==> config.mk <==
export PLATFORM = sky130hd
export DESIGN_NAME = jump_issue_ctrl_flat
export DESIGN_NICKNAME = d
export VERILOG_FILES = /design/src/rtl/jump_issue_if.sv /design/src/rtl/jump_issue_ctrl.sv /design/src/flat_wrapper.sv
export SDC_FILE = /design/constraint.sdc
export NUM_CORES = 1
export LEC_CHECK = 0
export CORE_AREA = 3 3 162 164
export DETAILED_ROUTE_END_ITERATION = 10
export DIE_AREA = 0 0 165 167
export GPL_TIMING_DRIVEN = 0
export PLACE_DENSITY = 0.69
export SLEW_MARGIN = 15
export SYNTH_ARGS = -nofsm -noshare
export SYNTH_HDL_FRONTEND = slang
export SYNTH_SLANG_ARGS = --single-unit
==> constraint.sdc <==
create_clock -name clk -period 2.42 [get_ports clk]
set_input_delay 0.484 -clock clk [delete_from_list [all_inputs] [get_ports clk]]
set_output_delay 0.484 -clock clk [all_outputs]
set_load 0.01 [all_outputs]
==> src/rtl/jump_issue_if.sv <==
// Handshake and operand bundle between the jump issue controller, dispatch, the jump FU and fetch/writeback.
// The master modport is the controller's view; the slave modport is its environment.
interface jump_issue_if;
    logic        issue_valid;
    logic        issue_ready;
    logic        issue_jal;
    logic        issue_jalr;
    logic        issue_branch;
    logic [2:0]  issue_cmp_ctrl;
    logic [31:0] issue_rs1;
    logic [31:0] issue_rs2;
    logic [31:0] issue_imm;
    logic [31:0] issue_pc;
    logic [4:0]  issue_rd;
    logic        flush;
    logic        fu_en;
    logic        fu_jalr;
    logic [2:0]  fu_cmp_ctrl;
    logic [31:0] fu_rs1;
    logic [31:0] fu_rs2;
    logic [31:0] fu_imm;
    logic [31:0] fu_pc;
    logic        fu_finish;
    logic        fu_cmp_res;
    logic [31:0] fu_pc_jump;
    logic [31:0] fu_pc_wb;
    logic        redirect_valid;
    logic [31:0] redirect_pc;
    logic        wb_valid;
    logic [4:0]  wb_rd;
    logic [31:0] wb_data;
    logic        wb_ready;
    logic        timeout_err;

    modport master (
        input  issue_valid, issue_jal, issue_jalr, issue_branch, issue_cmp_ctrl,
               issue_rs1, issue_rs2, issue_imm, issue_pc, issue_rd, flush,
               fu_finish, fu_cmp_res, fu_pc_jump, fu_pc_wb, wb_ready,
        output issue_ready, fu_en, fu_jalr, fu_cmp_ctrl, fu_rs1, fu_rs2, fu_imm, fu_pc,
               redirect_valid, redirect_pc, wb_valid, wb_rd, wb_data, timeout_err
    );

    modport slave (
        output issue_valid, issue_jal, issue_jalr, issue_branch, issue_cmp_ctrl,
               issue_rs1, issue_rs2, issue_imm, issue_pc, issue_rd, flush,
               fu_finish, fu_cmp_res, fu_pc_jump, fu_pc_wb, wb_ready,
        input  issue_ready, fu_en, fu_jalr, fu_cmp_ctrl, fu_rs1, fu_rs2, fu_imm, fu_pc,
               redirect_valid, redirect_pc, wb_valid, wb_rd, wb_data, timeout_err
    );
endinterface

==> src/rtl/jump_issue_ctrl.sv <==
// Jump FU initiator: issues one jump/branch, holds operands, turns the FU result into a PC redirect and link writeback.
// Optional JUMP_STATS_EN adds wrapping branch / taken-branch counters.
module jump_issue_ctrl #(
    parameter int unsigned TIMEOUT = 8
) (
    input  logic        clk,
    input  logic        rst_n,
`ifdef JUMP_STATS_EN
    output logic [31:0] stat_branch_cnt,
    output logic [31:0] stat_taken_cnt,
`endif
    jump_issue_if.master bus
);

    localparam int unsigned CNT_W  = 4;
    localparam int unsigned XLEN   = 32;
    localparam int unsigned RD_W   = 5;
    localparam logic [CNT_W-1:0] CNT_LAST = CNT_W'(TIMEOUT - 1);

    typedef enum logic [2:0] {
        S_IDLE,
        S_ISSUE,
        S_WAIT,
        S_RESP,
        S_DRAIN
    } state_e;

    state_e            state;
    logic [CNT_W-1:0]  cnt;
    logic              op_jal;
    logic              op_branch;
    logic [RD_W-1:0]   op_rd;

    logic              issue_ready_q;
    logic              fu_en_q;
    logic              fu_jalr_q;
    logic [2:0]        fu_cmp_ctrl_q;
    logic [XLEN-1:0]   fu_rs1_q;
    logic [XLEN-1:0]   fu_rs2_q;
    logic [XLEN-1:0]   fu_imm_q;
    logic [XLEN-1:0]   fu_pc_q;
    logic              redirect_valid_q;
    logic [XLEN-1:0]   redirect_pc_q;
    logic              wb_valid_q;
    logic [RD_W-1:0]   wb_rd_q;
    logic [XLEN-1:0]   wb_data_q;
    logic              timeout_err_q;

    logic              handshake;
    logic              taken;
    logic              wb_need;
    logic              timeout_hit;
    logic [XLEN-1:0]   target;

    // A flush in IDLE blocks the handshake so a killed instruction is never started.
    assign handshake   = (state == S_IDLE) & issue_ready_q & bus.issue_valid & ~bus.flush;
    assign taken       = op_jal | fu_jalr_q | (op_branch & bus.fu_cmp_res);
    assign wb_need     = (op_jal | fu_jalr_q) & (op_rd != '0);
    assign timeout_hit = (cnt == CNT_LAST);
    assign target      = fu_jalr_q ? {bus.fu_pc_jump[XLEN-1:1], 1'b0} : bus.fu_pc_jump;

    always_ff @(posedge clk or negedge rst_n) begin
        if (!rst_n) begin
            state            <= S_IDLE;
            cnt              <= '0;
            op_jal           <= 1'b0;
            op_branch        <= 1'b0;
            op_rd            <= '0;
            issue_ready_q    <= 1'b0;
            fu_en_q          <= 1'b0;
            fu_jalr_q        <= 1'b0;
            fu_cmp_ctrl_q    <= '0;
            fu_rs1_q         <= '0;
            fu_rs2_q         <= '0;
            fu_imm_q         <= '0;
            fu_pc_q          <= '0;
            redirect_valid_q <= 1'b0;
            redirect_pc_q    <= '0;
            wb_valid_q       <= 1'b0;
            wb_rd_q          <= '0;
            wb_data_q        <= '0;
            timeout_err_q    <= 1'b0;
        end else begin
            fu_en_q          <= 1'b0;
            redirect_valid_q <= 1'b0;
            timeout_err_q    <= 1'b0;
            issue_ready_q    <= 1'b0;
            case (state)
                S_IDLE: begin
                    if (handshake) begin
                        op_jal        <= bus.issue_jal;
                        op_branch     <= bus.issue_branch;
                        op_rd         <= bus.issue_rd;
                        fu_jalr_q     <= bus.issue_jalr;
                        fu_cmp_ctrl_q <= bus.issue_cmp_ctrl;
                        fu_rs1_q      <= bus.issue_rs1;
                        fu_rs2_q      <= bus.issue_rs2;
                        fu_imm_q      <= bus.issue_imm;
                        fu_pc_q       <= bus.issue_pc;
                        fu_en_q       <= 1'b1;
                        state         <= S_ISSUE;
                    end else begin
                        issue_ready_q <= 1'b1;
                    end
                end
                S_ISSUE: begin
                    cnt   <= '0;
                    state <= bus.flush ? S_DRAIN : S_WAIT;
                end
                S_WAIT: begin
                    if (bus.fu_finish) begin
                        // A flush coinciding with finish discards the result outright.
                        if (bus.flush) begin
                            state         <= S_IDLE;
                            issue_ready_q <= 1'b1;
                        end else begin
                            redirect_valid_q <= taken;
                            redirect_pc_q    <= target;
                            wb_valid_q       <= wb_need;
                            wb_rd_q          <= op_rd;
                            wb_data_q        <= bus.fu_pc_wb;
                            state            <= S_RESP;
                        end
                    end else if (timeout_hit) begin
                        timeout_err_q <= 1'b1;
                        issue_ready_q <= 1'b1;
                        state         <= S_IDLE;
                    end else begin
                        cnt <= cnt + CNT_W'(1);
                        if (bus.flush) state <= S_DRAIN;
                    end
                end
                S_DRAIN: begin
                    if (bus.fu_finish) begin
                        issue_ready_q <= 1'b1;
                        state         <= S_IDLE;
                    end else if (timeout_hit) begin
                        timeout_err_q <= 1'b1;
                        issue_ready_q <= 1'b1;
                        state         <= S_IDLE;
                    end else begin
                        cnt <= cnt + CNT_W'(1);
                    end
                end
                S_RESP: begin
                    if (bus.flush || !wb_valid_q || bus.wb_ready) begin
                        wb_valid_q    <= 1'b0;
                        issue_ready_q <= 1'b1;
                        state         <= S_IDLE;
                    end
                end
                default: begin
                    state         <= S_IDLE;
                    issue_ready_q <= 1'b1;
                end
            endcase
        end
    end

`ifdef JUMP_STATS_EN
    // Counted only on a real WAIT->RESP completion; flushed or timed-out ops never reach it.
    always_ff @(posedge clk or negedge rst_n) begin
        if (!rst_n) begin
            stat_branch_cnt <= '0;
            stat_taken_cnt  <= '0;
        end else if ((state == S_WAIT) && bus.fu_finish && !bus.flush && op_branch) begin
            stat_branch_cnt <= stat_branch_cnt + 32'd1;
            if (bus.fu_cmp_res) stat_taken_cnt <= stat_taken_cnt + 32'd1;
        end
    end
`endif

    assign bus.issue_ready    = issue_ready_q;
    assign bus.fu_en          = fu_en_q;
    assign bus.fu_jalr        = fu_jalr_q;
    assign bus.fu_cmp_ctrl    = fu_cmp_ctrl_q;
    assign bus.fu_rs1         = fu_rs1_q;
    assign bus.fu_rs2         = fu_rs2_q;
    assign bus.fu_imm         = fu_imm_q;
    assign bus.fu_pc          = fu_pc_q;
    assign bus.redirect_valid = redirect_valid_q;
    assign bus.redirect_pc    = redirect_pc_q;
    assign bus.wb_valid       = wb_valid_q;
    assign bus.wb_rd          = wb_rd_q;
    assign bus.wb_data        = wb_data_q;
    assign bus.timeout_err    = timeout_err_q;

endmodule

==> src/flat_wrapper.sv <==
// flat-port wrapper written by rule: the top's interface ports become plain ports
module jump_issue_ctrl_flat 
#(
    parameter int unsigned TIMEOUT = 8
)
  (clk, rst_n, bus_issue_valid, bus_issue_jal, bus_issue_jalr, bus_issue_branch, bus_issue_cmp_ctrl, bus_issue_rs1, bus_issue_rs2, bus_issue_imm, bus_issue_pc, bus_issue_rd, bus_flush, bus_fu_finish, bus_fu_cmp_res, bus_fu_pc_jump, bus_fu_pc_wb, bus_wb_ready, bus_issue_ready, bus_fu_en, bus_fu_jalr, bus_fu_cmp_ctrl, bus_fu_rs1, bus_fu_rs2, bus_fu_imm, bus_fu_pc, bus_redirect_valid, bus_redirect_pc, bus_wb_valid, bus_wb_rd, bus_wb_data, bus_timeout_err);
  jump_issue_if bus_i ();
  input  logic clk;
  input  logic rst_n;
  input wire logic [$bits(bus_i.issue_valid)-1:0] bus_issue_valid;
  input wire logic [$bits(bus_i.issue_jal)-1:0] bus_issue_jal;
  input wire logic [$bits(bus_i.issue_jalr)-1:0] bus_issue_jalr;
  input wire logic [$bits(bus_i.issue_branch)-1:0] bus_issue_branch;
  input wire logic [$bits(bus_i.issue_cmp_ctrl)-1:0] bus_issue_cmp_ctrl;
  input wire logic [$bits(bus_i.issue_rs1)-1:0] bus_issue_rs1;
  input wire logic [$bits(bus_i.issue_rs2)-1:0] bus_issue_rs2;
  input wire logic [$bits(bus_i.issue_imm)-1:0] bus_issue_imm;
  input wire logic [$bits(bus_i.issue_pc)-1:0] bus_issue_pc;
  input wire logic [$bits(bus_i.issue_rd)-1:0] bus_issue_rd;
  input wire logic [$bits(bus_i.flush)-1:0] bus_flush;
  input wire logic [$bits(bus_i.fu_finish)-1:0] bus_fu_finish;
  input wire logic [$bits(bus_i.fu_cmp_res)-1:0] bus_fu_cmp_res;
  input wire logic [$bits(bus_i.fu_pc_jump)-1:0] bus_fu_pc_jump;
  input wire logic [$bits(bus_i.fu_pc_wb)-1:0] bus_fu_pc_wb;
  input wire logic [$bits(bus_i.wb_ready)-1:0] bus_wb_ready;
  output wire logic [$bits(bus_i.issue_ready)-1:0] bus_issue_ready;
  output wire logic [$bits(bus_i.fu_en)-1:0] bus_fu_en;
  output wire logic [$bits(bus_i.fu_jalr)-1:0] bus_fu_jalr;
  output wire logic [$bits(bus_i.fu_cmp_ctrl)-1:0] bus_fu_cmp_ctrl;
  output wire logic [$bits(bus_i.fu_rs1)-1:0] bus_fu_rs1;
  output wire logic [$bits(bus_i.fu_rs2)-1:0] bus_fu_rs2;
  output wire logic [$bits(bus_i.fu_imm)-1:0] bus_fu_imm;
  output wire logic [$bits(bus_i.fu_pc)-1:0] bus_fu_pc;
  output wire logic [$bits(bus_i.redirect_valid)-1:0] bus_redirect_valid;
  output wire logic [$bits(bus_i.redirect_pc)-1:0] bus_redirect_pc;
  output wire logic [$bits(bus_i.wb_valid)-1:0] bus_wb_valid;
  output wire logic [$bits(bus_i.wb_rd)-1:0] bus_wb_rd;
  output wire logic [$bits(bus_i.wb_data)-1:0] bus_wb_data;
  output wire logic [$bits(bus_i.timeout_err)-1:0] bus_timeout_err;
  assign bus_i.issue_valid = bus_issue_valid;
  assign bus_i.issue_jal = bus_issue_jal;
  assign bus_i.issue_jalr = bus_issue_jalr;
  assign bus_i.issue_branch = bus_issue_branch;
  assign bus_i.issue_cmp_ctrl = bus_issue_cmp_ctrl;
  assign bus_i.issue_rs1 = bus_issue_rs1;
  assign bus_i.issue_rs2 = bus_issue_rs2;
  assign bus_i.issue_imm = bus_issue_imm;
  assign bus_i.issue_pc = bus_issue_pc;
  assign bus_i.issue_rd = bus_issue_rd;
  assign bus_i.flush = bus_flush;
  assign bus_i.fu_finish = bus_fu_finish;
  assign bus_i.fu_cmp_res = bus_fu_cmp_res;
  assign bus_i.fu_pc_jump = bus_fu_pc_jump;
  assign bus_i.fu_pc_wb = bus_fu_pc_wb;
  assign bus_i.wb_ready = bus_wb_ready;
  assign bus_issue_ready = bus_i.issue_ready;
  assign bus_fu_en = bus_i.fu_en;
  assign bus_fu_jalr = bus_i.fu_jalr;
  assign bus_fu_cmp_ctrl = bus_i.fu_cmp_ctrl;
  assign bus_fu_rs1 = bus_i.fu_rs1;
  assign bus_fu_rs2 = bus_i.fu_rs2;
  assign bus_fu_imm = bus_i.fu_imm;
  assign bus_fu_pc = bus_i.fu_pc;
  assign bus_redirect_valid = bus_i.redirect_valid;
  assign bus_redirect_pc = bus_i.redirect_pc;
  assign bus_wb_valid = bus_i.wb_valid;
  assign bus_wb_rd = bus_i.wb_rd;
  assign bus_wb_data = bus_i.wb_data;
  assign bus_timeout_err = bus_i.timeout_err;
  jump_issue_ctrl #(.TIMEOUT(TIMEOUT)) u_core (.clk(clk), .rst_n(rst_n), .bus(bus_i));
endmodule
==> run_results.csv, run 1 <==
group,metric,value,unit
finish,final-instance-count-excl-fill,1326,
clock_tree,cts_tree,"built",
routing,routed_wl,24.5,mm
pwr,switching_share,0.295,
pwr,switching_power,5.04,mW
logic_synthesis,synthCells,533,
finish,numnets_final,1188,
setup_path,rr_worst_depth,6,
setup_path,cp-end-kind,"flop",
routing,drtPass1Iterations,6,
clock_tree,clk-insertion-delay-late,0.52,ns
clock_tree,worst_path_clk_slew,0.06,ns
pwr,power.density_cell_area,1220,nW/um2
pwr,power.share.sequential,0.367,
setup_path,timing.critical_path.slowest_stage_cell,"sky130_fd_sc_hd__nor4_4",
logic_synthesis,async_reset_ff_frac,1.00,
clock_tree,setup_fix_buffers_added_after_clock_tree_synthesis,0,
sta,max_freq,446,MHz
finish,most_common_cell_after_layout_fill_and_taps_aside,"sky130_fd_sc_hd__clkdlybuf4s50_1",
sta,rsz0062_at_grt,"no",
pwr,max-vdd-ir-drop,0.000753,V
routing,via_count,6062,
logic_synthesis,synth_ff_type,"sky130_fd_sc_hd__dfrtp_1",
placed_design,place.detailed.instances,1279,
setup_path,worst-path-max-fanout,10,
logic_synthesis,warning_count_from_the_yosys_run,0,
sta,layout_worst_path_cycle_share,0.927,
finish,insertedDiodeCount,0,
logic_synthesis,yosysSeqAreaShare,0.647,
pwr,power.share.clock,0.222,
logic_synthesis,syn-mean-instance-area,16.0,um2
setup_path,required,2.81,ns
routing,detailedRoute.firstIterationViolations,284,
die,core_region_area,25000,um2
setup_path,critical_path.startpoint_type,"flop",
setup_path,path_buf_inv,3,
logic_synthesis,syn-num-nets,744,
run_status,status,"completed",
global_route,gr-total-overflow,0,
setup_path,timing.critical_path.depth,6,
die,die_boundary_height,167,um
placed_design,port_buffers,414,
logic_synthesis,count_of_flip_flops_with_a_built_in_enable_after_synthesis,0,
clock_tree,cts.path.max_buffers,3,
global_route,antenna_found_initial,0,
global_route,grt_first_pass_wirelength,37.2,mm
sta,timing_worst_slew_pin_value,0.537,ns
die,dieWidth,165,um
logic_synthesis,post_synth_top_area_share,0.647,
logic_synthesis,synth.top_cells.by_area,"sky130_fd_sc_hd__dfrtp_1, sky130_fd_sc_hd__mux2_2, sky130_fd_sc_hd__mux2_1, sky130_fd_sc_hd__buf_6, sky130_fd_sc_hd__buf_2",
clock_tree,cts.root.buffer_cell,"sky130_fd_sc_hd__clkbuf_16",
sta,finalClockSkew,0.00908,ns
sta,maxSlewViolCount,0,
pwr,total_power,17.1,mW
min_path,timing.hold.worst.class,"in -> async",
job,max-cap-violations,0,
placed_design,hpwl,18.7,mm
finish,commonest_cells_after_routing_fill_and_taps_aside,"sky130_fd_sc_hd__clkdlybuf4s50_1, sky130_fd_sc_hd__dfrtp_1, sky130_fd_sc_hd__mux2_2",
pwr,power_frac_comb,0.411,
pwr,leakage,5.92,nW
die,die_area,27600,um2
logic_synthesis,yosysUniqueCellTypes,37,
setup_path,critPathMaxStageDelay,0.47,ns
routing,detail_route.drc_violations,0,
finish,areaGrowthSynthToFinish,64.3,%
clock_tree,clock-sinks,220,
logic_synthesis,synth_seq_cells,220,
placed_design,place.gp.congestion,0.781,
global_route,first_global_vias,6468,
sta,finalWorstPathRequiredPeriod,2.24,ns
setup_path,timing.setup.critical_path_class,"reg -> reg",
sta,max_transition_margin,0.642,
sta,post_route_setup_tns,0,ns
sta,final_hold_viol_count,0,
routing,antenna_violating_nets_remaining,0,
global_route,pin_count_of_the_biggest_net_entering_global_routing,99,
routing,drt-wirelength-per-cell,18.4,um
die,io_pins,416,
setup_path,crit_path_cell_trace,"buf_2 -> or2_1 -> nor4_4 -> buf_6 -> buf_4 -> mux2_1",
setup_path,critPathTopFamily,"simple AND/OR/NAND/NOR gates",
clock_tree,cts.htree.levels,1,
logic_synthesis,top_cell_type_by_total_area_after_synthesis,"sky130_fd_sc_hd__dfrtp_1",
die,row_count,58,
finish,drive_above_1_share,0.181,
pwr,p_int,12.1,mW
routing,post_drt_via_cell_ratio,4.57,
sta,holdWs,0.416,ns
logic_synthesis,netlist_area,8500,um2
setup_path,worstPathArrival,2.63,ns
sta,finalSetupViolCount,0,
global_route,gr-usage-all-layers,0.171,
die,initial_core_util,0.340,
clock_tree,tritoncts.num_buffers,25,
[power by group through the flow]
| stage | Combinational, mW | Clock [mW] | Sequential [mW] |
|---|---|---|---|
| after floorplan | 1.88 | 0 | 7.08 |
| after global placement | 7.05 | 0 | 6.28 |
| after detailed placement | 7.12 | 0 | 6.34 |
| after CTS | 7.16 | 3.93 | 6.29 |
| after global routing | 7.52 | 4.08 | 6.51 |
| final | 7.03 | 3.81 | 6.27 |
[through the flow]
step	util	setup WS, ns	area (um2)
detailed placement	0.524	-0.294	13100
floorplan	-	0.566	8500
global placement	0.522	-8.86	13100
CTS	0.558	0.104	14000
global route	0.558	0.0693	14000
finish	0.558	0.176	14000
[cells in the mapped netlist, drive strengths merged, types with 2 or more instances]
library cell	number
nor2b	6
o21ai	5
mux2	207
a21oi	5
nor3b	2
a21boi	3
inv	2
dfrtp	220
nand2b	5
nor2	14
o311ai	2
o22ai	3
nand3	4
clkbuf	5
buf	23
nand2	8
a31oi	2
[kinds of logic (layout without fill, tap and decap cells)]
family | count (synthesis) | after routing | synth area share
AOI/OAI and AO/OA | 29 | 29 | 0.0233
adders and majority gates | 1 | 1 | 0.00147
xor gates and xnor gates | 1 | 1 | 0.00103
and+or+nand+nor | 45 | 45 | 0.0288
DFF | 220 | 220 | 0.647
muxes | 207 | 207 | 0.274
buffers and inverters | 30 | 493 | 0.0238
[sequential cells by signal (all words and copies together), names as in the netlist]
signal / flops
u_core.bus.fu_imm: 32
u_core.state: 3
u_core.op_jal: 1
u_core.bus.fu_rs2: 32
u_core.cnt: 4
u_core.bus.wb_valid: 1
u_core.bus.fu_pc: 32
u_core.op_rd: 5
u_core.bus.fu_jalr: 1
u_core.op_branch: 1
u_core.bus.fu_rs1: 32
u_core.bus.fu_cmp_ctrl: 3
u_core.bus.wb_rd: 5
u_core.bus.wb_data: 32
u_core.bus.fu_en: 1
u_core.bus.redirect_pc: 32
u_core.bus.redirect_valid: 1
u_core.bus.issue_ready: 1
u_core.bus.timeout_err: 1
[cell type report]
class | count | area [um2]
Clock buffer | 31 | 698
Tap cell | 330 | 413
Sequential cell | 220 | 5510
Buffer | 28 | 195
Multi-Input combinational cell | 283 | 2800
Clock inverter | 15 | 143
Timing Repair Buffer | 417 | 4210
Fill cell | 2077 | 11100
Inverter | 2 | 7.51
[worst paths after layout]
check | startpoint | to | slack (ns)
max in group asynchronous | rst_n | u_core.bus.wb_data[12] | 1.21
hold / removal | rst_n | u_core.bus.fu_cmp_ctrl[0] | 0.42
min in group clk | u_core.bus.fu_rs2[28] | u_core.bus.fu_rs2[28] | 0.48
setup reg to reg | u_core.state[1] | u_core.bus.fu_pc[26] | 0.18
hold reg to reg | u_core.bus.fu_rs2[28] | u_core.bus.fu_rs2[28] | 0.48
setup / recovery | u_core.state[1] | u_core.bus.fu_pc[26] | 0.18
[metal layers]
metal	part of all wire	vias up	wire, um	global-route usage
li1	-	2800	-	-
met1	0.36	2937	8890	0.191
met2	0.49	294	12000	0.299
met3	0.13	31	3120	0.0776
met4	0.017	0	414	0.0376
met5	0	-	0	0
[repair_timing]
action / in CTS / in global routing
endpoints found under the hold margin: 29 / 0
hold buffers: 1 / 0
gates resized for setup: 0 / 0
Note: power is estimated with default switching activity, not from simulation.
==> run 2: changes to the inputs <==
--- a/config.mk
+++ b/config.mk
@@ -5,11 +5,11 @@
 export SDC_FILE = /design/constraint.sdc
 export NUM_CORES = 1
 export LEC_CHECK = 0
-export CORE_AREA = 3 3 162 164
+export CORE_AREA = 3 3 161 163
 export DETAILED_ROUTE_END_ITERATION = 10
-export DIE_AREA = 0 0 165 167
+export DIE_AREA = 0 0 164 166
 export GPL_TIMING_DRIVEN = 0
-export PLACE_DENSITY = 0.69
+export PLACE_DENSITY = 0.7
 export SLEW_MARGIN = 15
 export SYNTH_ARGS = -nofsm -noshare
 export SYNTH_HDL_FRONTEND = slang
==> constraint.sdc (replaced) <==
create_clock -name clk -period 2.6 [get_ports clk]
set_input_delay 0.52 -clock clk [delete_from_list [all_inputs] [get_ports clk]]
set_output_delay 0.52 -clock clk [all_outputs]
set_load 0.01 [all_outputs]
==> run_results.csv, run 2 (synthesis gave the netlist of run 1 again) <==
group,metric,value,unit
setup_path,path_buf_inv,3,
setup_path,timing.critical_path.slowest_stage_cell,"sky130_fd_sc_hd__nor4_4",
sta,rsz0062_at_grt,"no",
global_route,gr-total-overflow,0,
pwr,leakage,5.91,nW
finish,combined_area_of_the_multi_input_logic_cells,2800,um2
die,row_count,57,
sta,max_freq,444,MHz
routing,drt-wirelength-per-cell,18.4,um
pwr,power.density_cell_area,1130,nW/um2
global_route,pin_count_of_the_biggest_net_entering_global_routing,100,
routing,post_drt_via_cell_ratio,4.55,
die,dieWidth,164,um
clock_tree,clk-insertion-delay-late,0.50,ns
setup_path,crit_path_cell_trace,"buf_2 -> or2_1 -> nor4_4 -> buf_6 -> buf_4 -> mux2_1",
pwr,total_power,15.8,mW
pwr,switching_power,4.56,mW
clock_tree,cts_tree,"built",
clock_tree,cts.htree.levels,1,
sta,maxSlewViolCount,0,
global_route,antenna_found_initial,4,
clock_tree,cts.root.buffer_cell,"sky130_fd_sc_hd__clkbuf_16",
finish,layout.area.seq,5510,um2
global_route,grt_first_pass_wirelength,37.6,mm
placed_design,hpwl,19.1,mm
routing,drtPass1Iterations,4,
clock_tree,setup_fix_buffers_added_after_clock_tree_synthesis,0,
die,die_boundary_height,166,um
setup_path,critPathTopFamily,"simple AND/OR/NAND/NOR gates",
routing,antenna_violating_nets_remaining,0,
job,max-cap-violations,0,
pwr,power_frac_comb,0.413,
pwr,p_int,11.2,mW
die,io_pins,416,
pwr,power.share.clock,0.216,
setup_path,critical_path.startpoint_type,"flop",
global_route,gr-usage-all-layers,0.175,
sta,max_transition_margin,0.630,
setup_path,required,2.98,ns
placed_design,port_buffers,414,
finish,numnets_final,1187,
sta,final_hold_viol_count,0,
sta,finalWorstPathRequiredPeriod,2.25,ns
sta,final.setup.worst_slack,0.346,ns
sta,finalClockSkew,0.00939,ns
sta,layout_worst_path_cycle_share,0.867,
routing,detailedRoute.firstIterationViolations,233,
clock_tree,worst_path_clk_slew,0.06,ns
finish,fillers,2019,
setup_path,worst-path-max-fanout,10,
finish,commonest_cells_after_routing_fill_and_taps_aside,"sky130_fd_sc_hd__clkdlybuf4s50_1, sky130_fd_sc_hd__dfrtp_1, sky130_fd_sc_hd__mux2_2",
clock_tree,clock-sinks,220,
die,initial_core_util,0.348,
pwr,max-vdd-ir-drop,0.000560,V
placed_design,place.gp.congestion,0.768,
finish,layout_utilization,0.570,
min_path,timing.hold.worst.class,"reg -> reg",
clock_tree,tritoncts.num_buffers,24,
clock_tree,ctsResizeCount,0,
clock_tree,total_of_hold_buffers_inserted_after_clock_tree_synthesis,1,
routing,via_count,6021,
pwr,switching_share,0.289,
setup_path,timing.setup.critical_path_class,"reg -> reg",
sta,post_route_setup_tns,0,ns
setup_path,worstPathArrival,2.63,ns
sta,holdWs,0.480,ns
pwr,power.share.sequential,0.371,
global_route,first_global_vias,6498,
placed_design,dp_slack,-0.268,ns
die,die_area,27200,um2
sta,timing_worst_slew_pin_value,0.555,ns
run_status,status,"completed",
setup_path,critPathMaxStageDelay,0.46,ns
routing,routed_wl,24.3,mm
finish,drive_above_1_share,0.171,
die,core_region_area,24500,um2
routing,detail_route.drc_violations,0,
finish,most_common_cell_after_layout_fill_and_taps_aside,"sky130_fd_sc_hd__clkdlybuf4s50_1",
finish,areaGrowthSynthToFinish,63.9,%
clock_tree,cts.path.max_buffers,3,
setup_path,cp-end-kind,"flop",
sta,finalSetupViolCount,0,
## run 2: cell count changes in the layout (fill, tap and decap cells not counted)
cell,delta
sky130_fd_sc_hd__clkbuf_1,+8
sky130_fd_sc_hd__clkinv_2,-6
sky130_fd_sc_hd__clkinvlp_4,-4
sky130_fd_sc_hd__diode_2,+4
sky130_fd_sc_hd__clkbuf_8,+3
sky130_fd_sc_hd__bufinv_16,-1
sky130_fd_sc_hd__clkinv_4,-1
sky130_fd_sc_hd__inv_6,-1
## run 2: final cells by class
class,instances,share of cell area
sequential,220,0.395
antenna,4,0.000718
clock inverter,2,0.00251
buffer,28,0.0140
multi-input combinational,283,0.201
tap,324,0.0291
timing repair buffer,417,0.302
clock buffer,42,0.0552
inverter,2,0.000539
## run 2: power groups by stage
stage	sequential (mW)	clock, mW	combinational [mW]
global route	6.08	3.66	6.96
CTS	5.86	3.50	6.63
global placement	5.83	0	6.55
detailed placement	5.91	0	6.60
finish	5.85	3.40	6.52
floorplan	6.59	0	1.75
## run 2: worst paths after layout
kind / cells past startpoint / start / slack, ns / to
min reg2reg: 1 / u_core.bus.fu_pc[26] / 0.48 / u_core.bus.fu_pc[26]
max in group asynchronous: 4 / rst_n / 0.89 / u_core.bus.redirect_pc[16]
min in group asynchronous: 2 / rst_n / 0.55 / u_core.bus.fu_imm[13]
max: 6 / u_core.state[1] / 0.35 / u_core.bus.fu_pc[24]
min: 1 / u_core.bus.fu_pc[26] / 0.48 / u_core.bus.fu_pc[26]
max reg2reg: 6 / u_core.state[1] / 0.35 / u_core.bus.fu_pc[24]
## run 2: metrics by stage
stage	cell area [um2]	cells
2_1_floorplan	8500	533
3_3_place_gp	13100	1271
3_5_place_dp	13100	1273
4_1_cts	13900	1318
5_1_grt	13900	1322
6_report	13900	1322
## run 2: metal layers
metal / GRT usage / wire, um
met3: 0.0529 / 2180
met2: 0.323 / 12700
met5: 0 / 0
met4: 0.0526 / 576
met1: 0.190 / 8870
